**config.mk**
```make
export PLATFORM = sky130hd
export DESIGN_NAME = axi_bridge
export DESIGN_NICKNAME = d
export VERILOG_FILES = /design/src/rtl/axi_bridge_pkg.sv /design/src/rtl/axi_bridge.sv
export SDC_FILE = /design/constraint.sdc
export NUM_CORES = 1
export LEC_CHECK = 0
export CAP_MARGIN = 20
export CORE_AREA = 2 2 134 136
export DETAILED_ROUTE_END_ITERATION = 10
export DIE_AREA = 0 0 136 138
export DONT_BUFFER_PORTS = 1
export GPL_ROUTABILITY_DRIVEN = 0
export SLEW_MARGIN = 20
export SYNTH_ARGS = -nofsm -noshare
export SYNTH_HDL_FRONTEND = slang
export SYNTH_SLANG_ARGS = --single-unit
```
**constraint.sdc**
```tcl
create_clock -name clk -period 2.2 [get_ports clk]
set_input_delay 0.22 -clock clk [delete_from_list [all_inputs] [get_ports clk]]
set_output_delay 0.22 -clock clk [all_outputs]
set_load 0.05 [all_outputs]
```
**src/rtl/axi_bridge_pkg.sv**
```systemverilog
// Shared types and constants for the single-outstanding AXI4 bridge.
// Holds the FSM state encoding and the fixed single-beat burst attributes.
package axi_bridge_pkg;

  localparam int unsigned DEF_ADDR_W = 32;
  localparam int unsigned DEF_DATA_W = 32;
  localparam int unsigned STRB_W     = 4;
  localparam int unsigned STALL_W    = 6;

  typedef enum logic [2:0] {
    ST_IDLE = 3'd0,
    ST_D_AR = 3'd1,
    ST_D_R  = 3'd2,
    ST_D_AW = 3'd3,
    ST_D_B  = 3'd4,
    ST_I_AR = 3'd5,
    ST_I_R  = 3'd6,
    ST_RESP = 3'd7
  } state_e;

  localparam logic [1:0] BURST_INCR = 2'b01;
  localparam logic [2:0] SIZE_4B    = 3'b010;
  localparam logic [7:0] LEN_1      = 8'd0;
  localparam logic [3:0] ID_0       = 4'd0;

endpackage

```
**src/rtl/axi_bridge.sv**
```systemverilog
// Single-outstanding AXI4 master serving the core's SRAM-style fetch and
// load/store ports; the data access is always completed before the fetch.
module axi_bridge
  import axi_bridge_pkg::*;
#(
  parameter int unsigned ADDR_W = DEF_ADDR_W,
  parameter int unsigned DATA_W = DEF_DATA_W
) (
  input  logic              clk,
  input  logic              rst_n,
  input  logic              inst_en,
  input  logic [ADDR_W-1:0] inst_addr,
  output logic [DATA_W-1:0] inst_rdata,
  input  logic              data_en,
  input  logic [STRB_W-1:0] data_we,
  input  logic [ADDR_W-1:0] data_addr,
  input  logic [DATA_W-1:0] data_wdata,
  output logic [DATA_W-1:0] data_rdata,
  output logic              stallreq_axi,
  output logic [ADDR_W-1:0] araddr,
  output logic              arvalid,
  input  logic              arready,
  output logic [7:0]        arlen,
  output logic [2:0]        arsize,
  output logic [1:0]        arburst,
  output logic [3:0]        arid,
  input  logic [DATA_W-1:0] rdata,
  input  logic [1:0]        rresp,
  input  logic              rvalid,
  output logic              rready,
  output logic [ADDR_W-1:0] awaddr,
  output logic              awvalid,
  input  logic              awready,
  output logic [7:0]        awlen,
  output logic [2:0]        awsize,
  output logic [1:0]        awburst,
  output logic [3:0]        awid,
  output logic [DATA_W-1:0] wdata,
  output logic [STRB_W-1:0] wstrb,
  output logic              wvalid,
  input  logic              wready,
  input  logic [1:0]        bresp,
  input  logic              bvalid,
  output logic              bready
);

  state_e state;
  logic   aw_done;
  logic   w_done;
  logic   aw_hs;
  logic   w_hs;
  logic   unused_resp;

  assign aw_hs = awvalid && awready;
  assign w_hs  = wvalid && wready;

  // Error responses carry no exception path; data is passed through as-is.
  assign unused_resp = ^{rresp, bresp};

  assign arlen   = LEN_1;
  assign arsize  = SIZE_4B;
  assign arburst = BURST_INCR;
  assign arid    = ID_0;
  assign awlen   = LEN_1;
  assign awsize  = SIZE_4B;
  assign awburst = BURST_INCR;
  assign awid    = ID_0;

  // Freeze from the first cycle a request is seen until the RESP cycle.
  assign stallreq_axi = ((state == ST_IDLE) && (inst_en || data_en)) ||
                        ((state != ST_IDLE) && (state != ST_RESP));

  always_ff @(posedge clk) begin
    if (!rst_n) begin
      state      <= ST_IDLE;
      arvalid    <= 1'b0;
      araddr     <= '0;
      rready     <= 1'b0;
      awvalid    <= 1'b0;
      awaddr     <= '0;
      wvalid     <= 1'b0;
      wdata      <= '0;
      wstrb      <= '0;
      bready     <= 1'b0;
      aw_done    <= 1'b0;
      w_done     <= 1'b0;
      inst_rdata <= '0;
      data_rdata <= '0;
    end else begin
      unique case (state)
        ST_IDLE: begin
          if (data_en && (data_we == '0)) begin
            state   <= ST_D_AR;
            arvalid <= 1'b1;
            araddr  <= data_addr;
          end else if (data_en) begin
            state   <= ST_D_AW;
            awvalid <= 1'b1;
            wvalid  <= 1'b1;
            awaddr  <= data_addr;
            wdata   <= data_wdata;
            wstrb   <= data_we;
            aw_done <= 1'b0;
            w_done  <= 1'b0;
          end else if (inst_en) begin
            state   <= ST_I_AR;
            arvalid <= 1'b1;
            araddr  <= inst_addr;
          end
        end
        ST_D_AR: begin
          if (arready) begin
            arvalid <= 1'b0;
            rready  <= 1'b1;
            state   <= ST_D_R;
          end
        end
        ST_D_R: begin
          if (rvalid) begin
            data_rdata <= rdata;
            rready     <= 1'b0;
            if (inst_en) begin
              state   <= ST_I_AR;
              arvalid <= 1'b1;
              araddr  <= inst_addr;
            end else begin
              state <= ST_RESP;
            end
          end
        end
        // AW and W retire independently; leave once both have handshaken.
        ST_D_AW: begin
          if (aw_hs) begin
            awvalid <= 1'b0;
            aw_done <= 1'b1;
          end
          if (w_hs) begin
            wvalid <= 1'b0;
            w_done <= 1'b1;
          end
          if ((aw_done || aw_hs) && (w_done || w_hs)) begin
            state  <= ST_D_B;
            bready <= 1'b1;
          end
        end
        ST_D_B: begin
          if (bvalid) begin
            bready <= 1'b0;
            if (inst_en) begin
              state   <= ST_I_AR;
              arvalid <= 1'b1;
              araddr  <= inst_addr;
            end else begin
              state <= ST_RESP;
            end
          end
        end
        ST_I_AR: begin
          if (arready) begin
            arvalid <= 1'b0;
            rready  <= 1'b1;
            state   <= ST_I_R;
          end
        end
        ST_I_R: begin
          if (rvalid) begin
            inst_rdata <= rdata;
            rready     <= 1'b0;
            state      <= ST_RESP;
          end
        end
        ST_RESP: state <= ST_IDLE;
        default: state <= ST_IDLE;
      endcase
    end
  end

endmodule

```
# == Yosys cells after proc, flatten, opt, wreduce, memory -nomap -nowiden ==
# Cells that the tools add are included.
# totals
latchBits,0
rom_bits,0
elab_cells,109
mem_bits_rw,0
ff_bits,174
out_inout_bits,204
in_bits,145
n_memories,0
# op_classes
n_reduce_logical,30
n_div,0
n_mul,0
order_cmp,0
eq_ne,22
addsub,0
bitwise,1
n_mux,42
shifts,0
# ops
cell,n
32-bit two-way mux,5
32-bit one-hot mux with 3 select lines,1
3-bit two-way mux,9
3-bit one-hot mux with 8 select lines,1
"2-bit inequality test, second input constant",10
1-bit two-way mux,18
"3-bit == test, second input constant",4
1-bit one-hot mux with 2 select lines,6
4-bit AND reduction,3
3-bit AND reduction,3
7-bit AND reduction,1
"3-bit by 2-bit == test with 1-bit output, second input constant",2
1-bit logical AND,6
2-bit nonzero test,3
3-bit nonzero test,2
5-bit AND reduction,1
4-bit zero test,1
1-bit logical OR,4
"2-bit by 1-bit inequality test with 1-bit output, second input constant",2
"4-bit by 3-bit inequality test with 1-bit output, second input constant",1
1-bit one-hot mux with 4 select lines,1
2-bit AND reduction,2
4-bit nonzero test,1
2-bit OR reduction,2
6 further kinds,6

# == Depth between registers and ports, before layout ==
# logic_depth
ltp_word,5
depth_mapped,7
mapped_depth_nobuf,4

# == Worst setup path before layout ==
# No wires, ideal clock.
# synth_path
kind,register to register
from,reg state[2]
to,reg araddr[21]
setup_ns,0.129
arrival_ns,1.621
synth_period_minus_slack_ns,1.750
path_stages_with_launch,6
path_buffers,1
slack_ns,0.450
path_cell_list,dfxtp_1 > or3_1 > o31ai_2 > a2111o_1 > buf_2 > o211ai_1
# synth_via
elab_chain_len,3
word_cells_on_any_way,9
cone_classes,eq/ne (5); mux (1); reduce/logical (3)
# synth_lines
item,line_no,source
start: declaration,axi_bridge.sv:47,state_e state;
start signal: assignment,axi_bridge.sv:75,state <= ST_IDLE;
start signal: assignment,axi_bridge.sv:93,state <= ST_D_AR;
start signal: assignment,axi_bridge.sv:97,state <= ST_D_AW;
3-bit == test (tied with other cells),axi_bridge.sv:90,unique case (state)
2-bit inequality test (no line) (tied with other cells),--,
4-bit AND reduction (no line),--,
end signal: assignment,axi_bridge.sv:95,araddr <= data_addr;
end signal: assignment,axi_bridge.sv:108,araddr <= inst_addr;
end signal: assignment,axi_bridge.sv:125,araddr <= inst_addr;
end: declaration,axi_bridge.sv:20,"output logic [ADDR_W-1:0] araddr,"
# Several ways; a longest one is shown, not always the timed one.
# A chain may end at the register's enable or synchronous reset.

# == Worst setup path in the final report ==
# layout_path
from,reg state[2]
to,out stallreq_axi
# layout_via
elab_chain_len,3
word_cells_on_any_way,6
cone_classes,eq/ne (1); reduce/logical (5)
# layout_lines
item,line_no,source
3-bit inequality test (tied with other cells),axi_bridge.sv:71,((state != ST_IDLE) && (state != ST_RESP));
1-bit logical AND (on tied branches),"axi_bridge.sv:71, axi_bridge.sv:70",
1-bit logical OR *,axi_bridge.sv:70,assign stallreq_axi = ((state == ST_IDLE) && (inst_en || data_en)) ||
end: declaration,axi_bridge.sv:19,"output logic stallreq_axi,"
# Every way passes the cells marked *; elsewhere a longest branch is shown, timed or not.

==> impl_results.md <==
- Status: finished clean
- Unrepaired setup endpoints after global routing: false
- Fraction of layout cells with a size suffix above 1: 7.143%
- Internal power: 5982 µW
- Element type at the critical path start: register
- Max-Slew Margin vs Limit: 48.41%
- Final WS setup: 181.6 ps
- Routed Antenna Nets: 0
- Clock Skew: 12.28 ps
- Largest net degree at the start of global routing: 75
- Critical Path RT: 1980 ps
- Switching power: 4913 µW
- Worst setup path end: stallreq_axi
- I/O Buffers: 0
- Synth Warn #: 0
- Hold path cells: 2
- CTS tree: done
- # setup viols final: 0
- Clock slew seen by the registers of the worst setup and hold paths: 70 ps
- Post-CTS setup buffers: 0
- Final Hold Viols: 0
- Die area: 18770 µm²
- Total grt overflow: 0
- Final setup TNS: 0 ps
- Most frequent cells in the layout: nand2_1, dfxtp_1, a21oi_1
- Initial core utilization: 40.45%
- Reg2reg setup slack: 350 ps
- Synth Instances: 869
- Hold buffers post-CTS: 104
- Switching Share: 45.09%
- Worst Setup SP: state[2]
- Top FF cell, synth: dfxtp_1
- Post-synth EDFFs: 0
- Top Ports: 349
- Seq cells post-synth: 174
- Fmax: 495.4 MHz
- Final period util: 91.75%
- Combinational power share: 20.6%
- Power Density: 1227 nW/µm²
- Die X: 136 µm
- Distinct cells, synth: 37
- Pins over their slew limit: 0
- Reg-to-Reg Start: state[2]
- Die height: 138 µm
- Clock share of power: 27.2%
- Vias in the first global route: 6155
- Initial detailed-routing violation count: 363
- H-Tree Depth: 4
- Floorplan row count: 49
- CTS Buffer Depth: 2
- Pleak: 0.003296 µW
- Post-layout min period: 2018 ps
- Initial antenna violation count: 0
- Worst ir drop on vdd: 638.9 µV
- Clk root buf: clkbuf_16
- Hold WC Path Type: in -> reg
- Worst-margin pin slew: 773.8 ps
- Max-Cap Viols: 0
- Critical path arrival: 1800 ps
- Synth async-reset ratio: 0%
- Reg power frac: 52.2%
- Post-DP HPWL: 13.63 mm
- Post-placement cell area: 7231 µm²
- Pre-CTS setup slack: 344.5 ps
- N_diodes: 0
- Sequential element share of the synthesized area: 49.12%
- DRC: 0
- Layout Nets: 1084
- Vias: 6287
- DRT Wirelength: 21.09 mm
- R2R cell count: 5
- Most common cell after layout, fill and taps aside: nand2_1
- Post-route cell area: 8879 µm²
- Critical path class: reg -> out
- Cts bufs inserted: 17
- R2R Path End: araddr[21]
- Area grow syn2layout: 25.19%
- Syn avg cell area: 8.161 µm²
- First-pass GRT wire length: 32.85 mm
- 1st-pass router iterations: 5
- Clk sinks: 174
- Core footprint: 17530 µm²
- Tot GR Track Use: 21.83%
- Critical path fanouts, max: 6
- Drt wl/cell: 17.85 µm
- Routed vias/inst: 5.323
- Crit. End Element: primary output
- Clock Latency Late Sink: 420 ps
- Post-Syn Area: 7092 µm²
- CTS resizes: 0
==> worst min-delay path by stage <==
stage / endpoint / startpoint
6_report: araddr[3] / data_addr[3]
3_3_place_gp: wdata[19] / data_wdata[19]
4_1_cts: araddr[3] / data_addr[3]
3_5_place_dp: data_rdata[29] / rdata[29]
5_1_grt: araddr[14] / data_addr[14]
2_1_floorplan: data_rdata[0] / rdata[0]
==> final cells by class <==
class | count | area (µm²)
Clock buffer | 17 | 425.4
Clock inverter | 15 | 163.9
Fill cell | 1673 | 8656
Inverter | 5 | 21.27
Multi-Input combinational cell | 612 | 3188
Sequential cell | 174 | 3485
Tap cell | 229 | 286.5
Timing Repair Buffer | 129 | 1309
==> sequential cells by signal (all words and copies together) (netlist names), 3 cells and up <==
register	flops
wstrb	4
inst_rdata	32
awaddr	32
data_rdata	32
araddr	32
wdata	32
state	3
==> stage by stage <==
stage	cells	util [%]	power, µW	hold WS [ps]
2_1_floorplan	901	-	7191	356.0
3_3_place_gp	1045	41.24	7798	357.3
3_5_place_dp	1045	41.24	7842	361.9
4_1_cts	1181	50.64	11010	1.773
5_1_grt	1181	50.64	11430	16.00
6_report	1181	50.64	10890	16.41
==> power by group through the flow <==
stage                     sequential [µW]  clock (µW)  combinational [µW]
final                                5690        2960                2240
after global routing                 5760        3190                2490
after CTS                            5690        3050                2260
after detailed placement             5760           0                2080
after global placement               5750           0                2040
after floorplan                      5650           0                1550
==> routing by layer <==
layer	GRT usage [%]	part of all wire, %	vias to the layer above
met1	25.55	39	2921
met3	8.141	9.7	33
met2	36.18	49	275
met5	0	0	-
met4	8.224	2.6	0
li1	-	-	3058
==> synth_stat cells, types with 2 or more instances <==
library cell  instances  area share [%]
a311oi_1              2            0.25
nor2_1                9            0.48
o211ai_1             65             6.9
o21ai_0               3            0.21
a32oi_1               2            0.25
clkbuf_1             62             3.3
or3_1                 4            0.35
a21oi_1             136             9.6
nor2b_1               3            0.26
nand4_1              32             2.8
nand2_1             264              14
conb_1                2            0.11
buf_4                35             3.7
buf_2                12            0.85
a22oi_1               4            0.42
and3_1                2            0.18
inv_1                 4            0.21
mux2i_1              32             4.5
dfxtp_1             174              49
nand2b_1              2            0.18
nor3_1                4            0.28
==> worst max-delay path, cell delays in order (launching register included) <==
cell and delay, ps:
dfxtp_1 370, or3_1 480, o32a_1 340, buf_4 200
==> cell families after synthesis <==
family	share of synthesized area [%]
other cells	0.1059
fa+ha+maj	0.1411
buf+inv	8.151
mux	4.517
xor+xnor	0.1235
simple gates	19.04
compound gates	18.81
flops	49.12
Note: power is estimated with default switching activity, not from simulation.
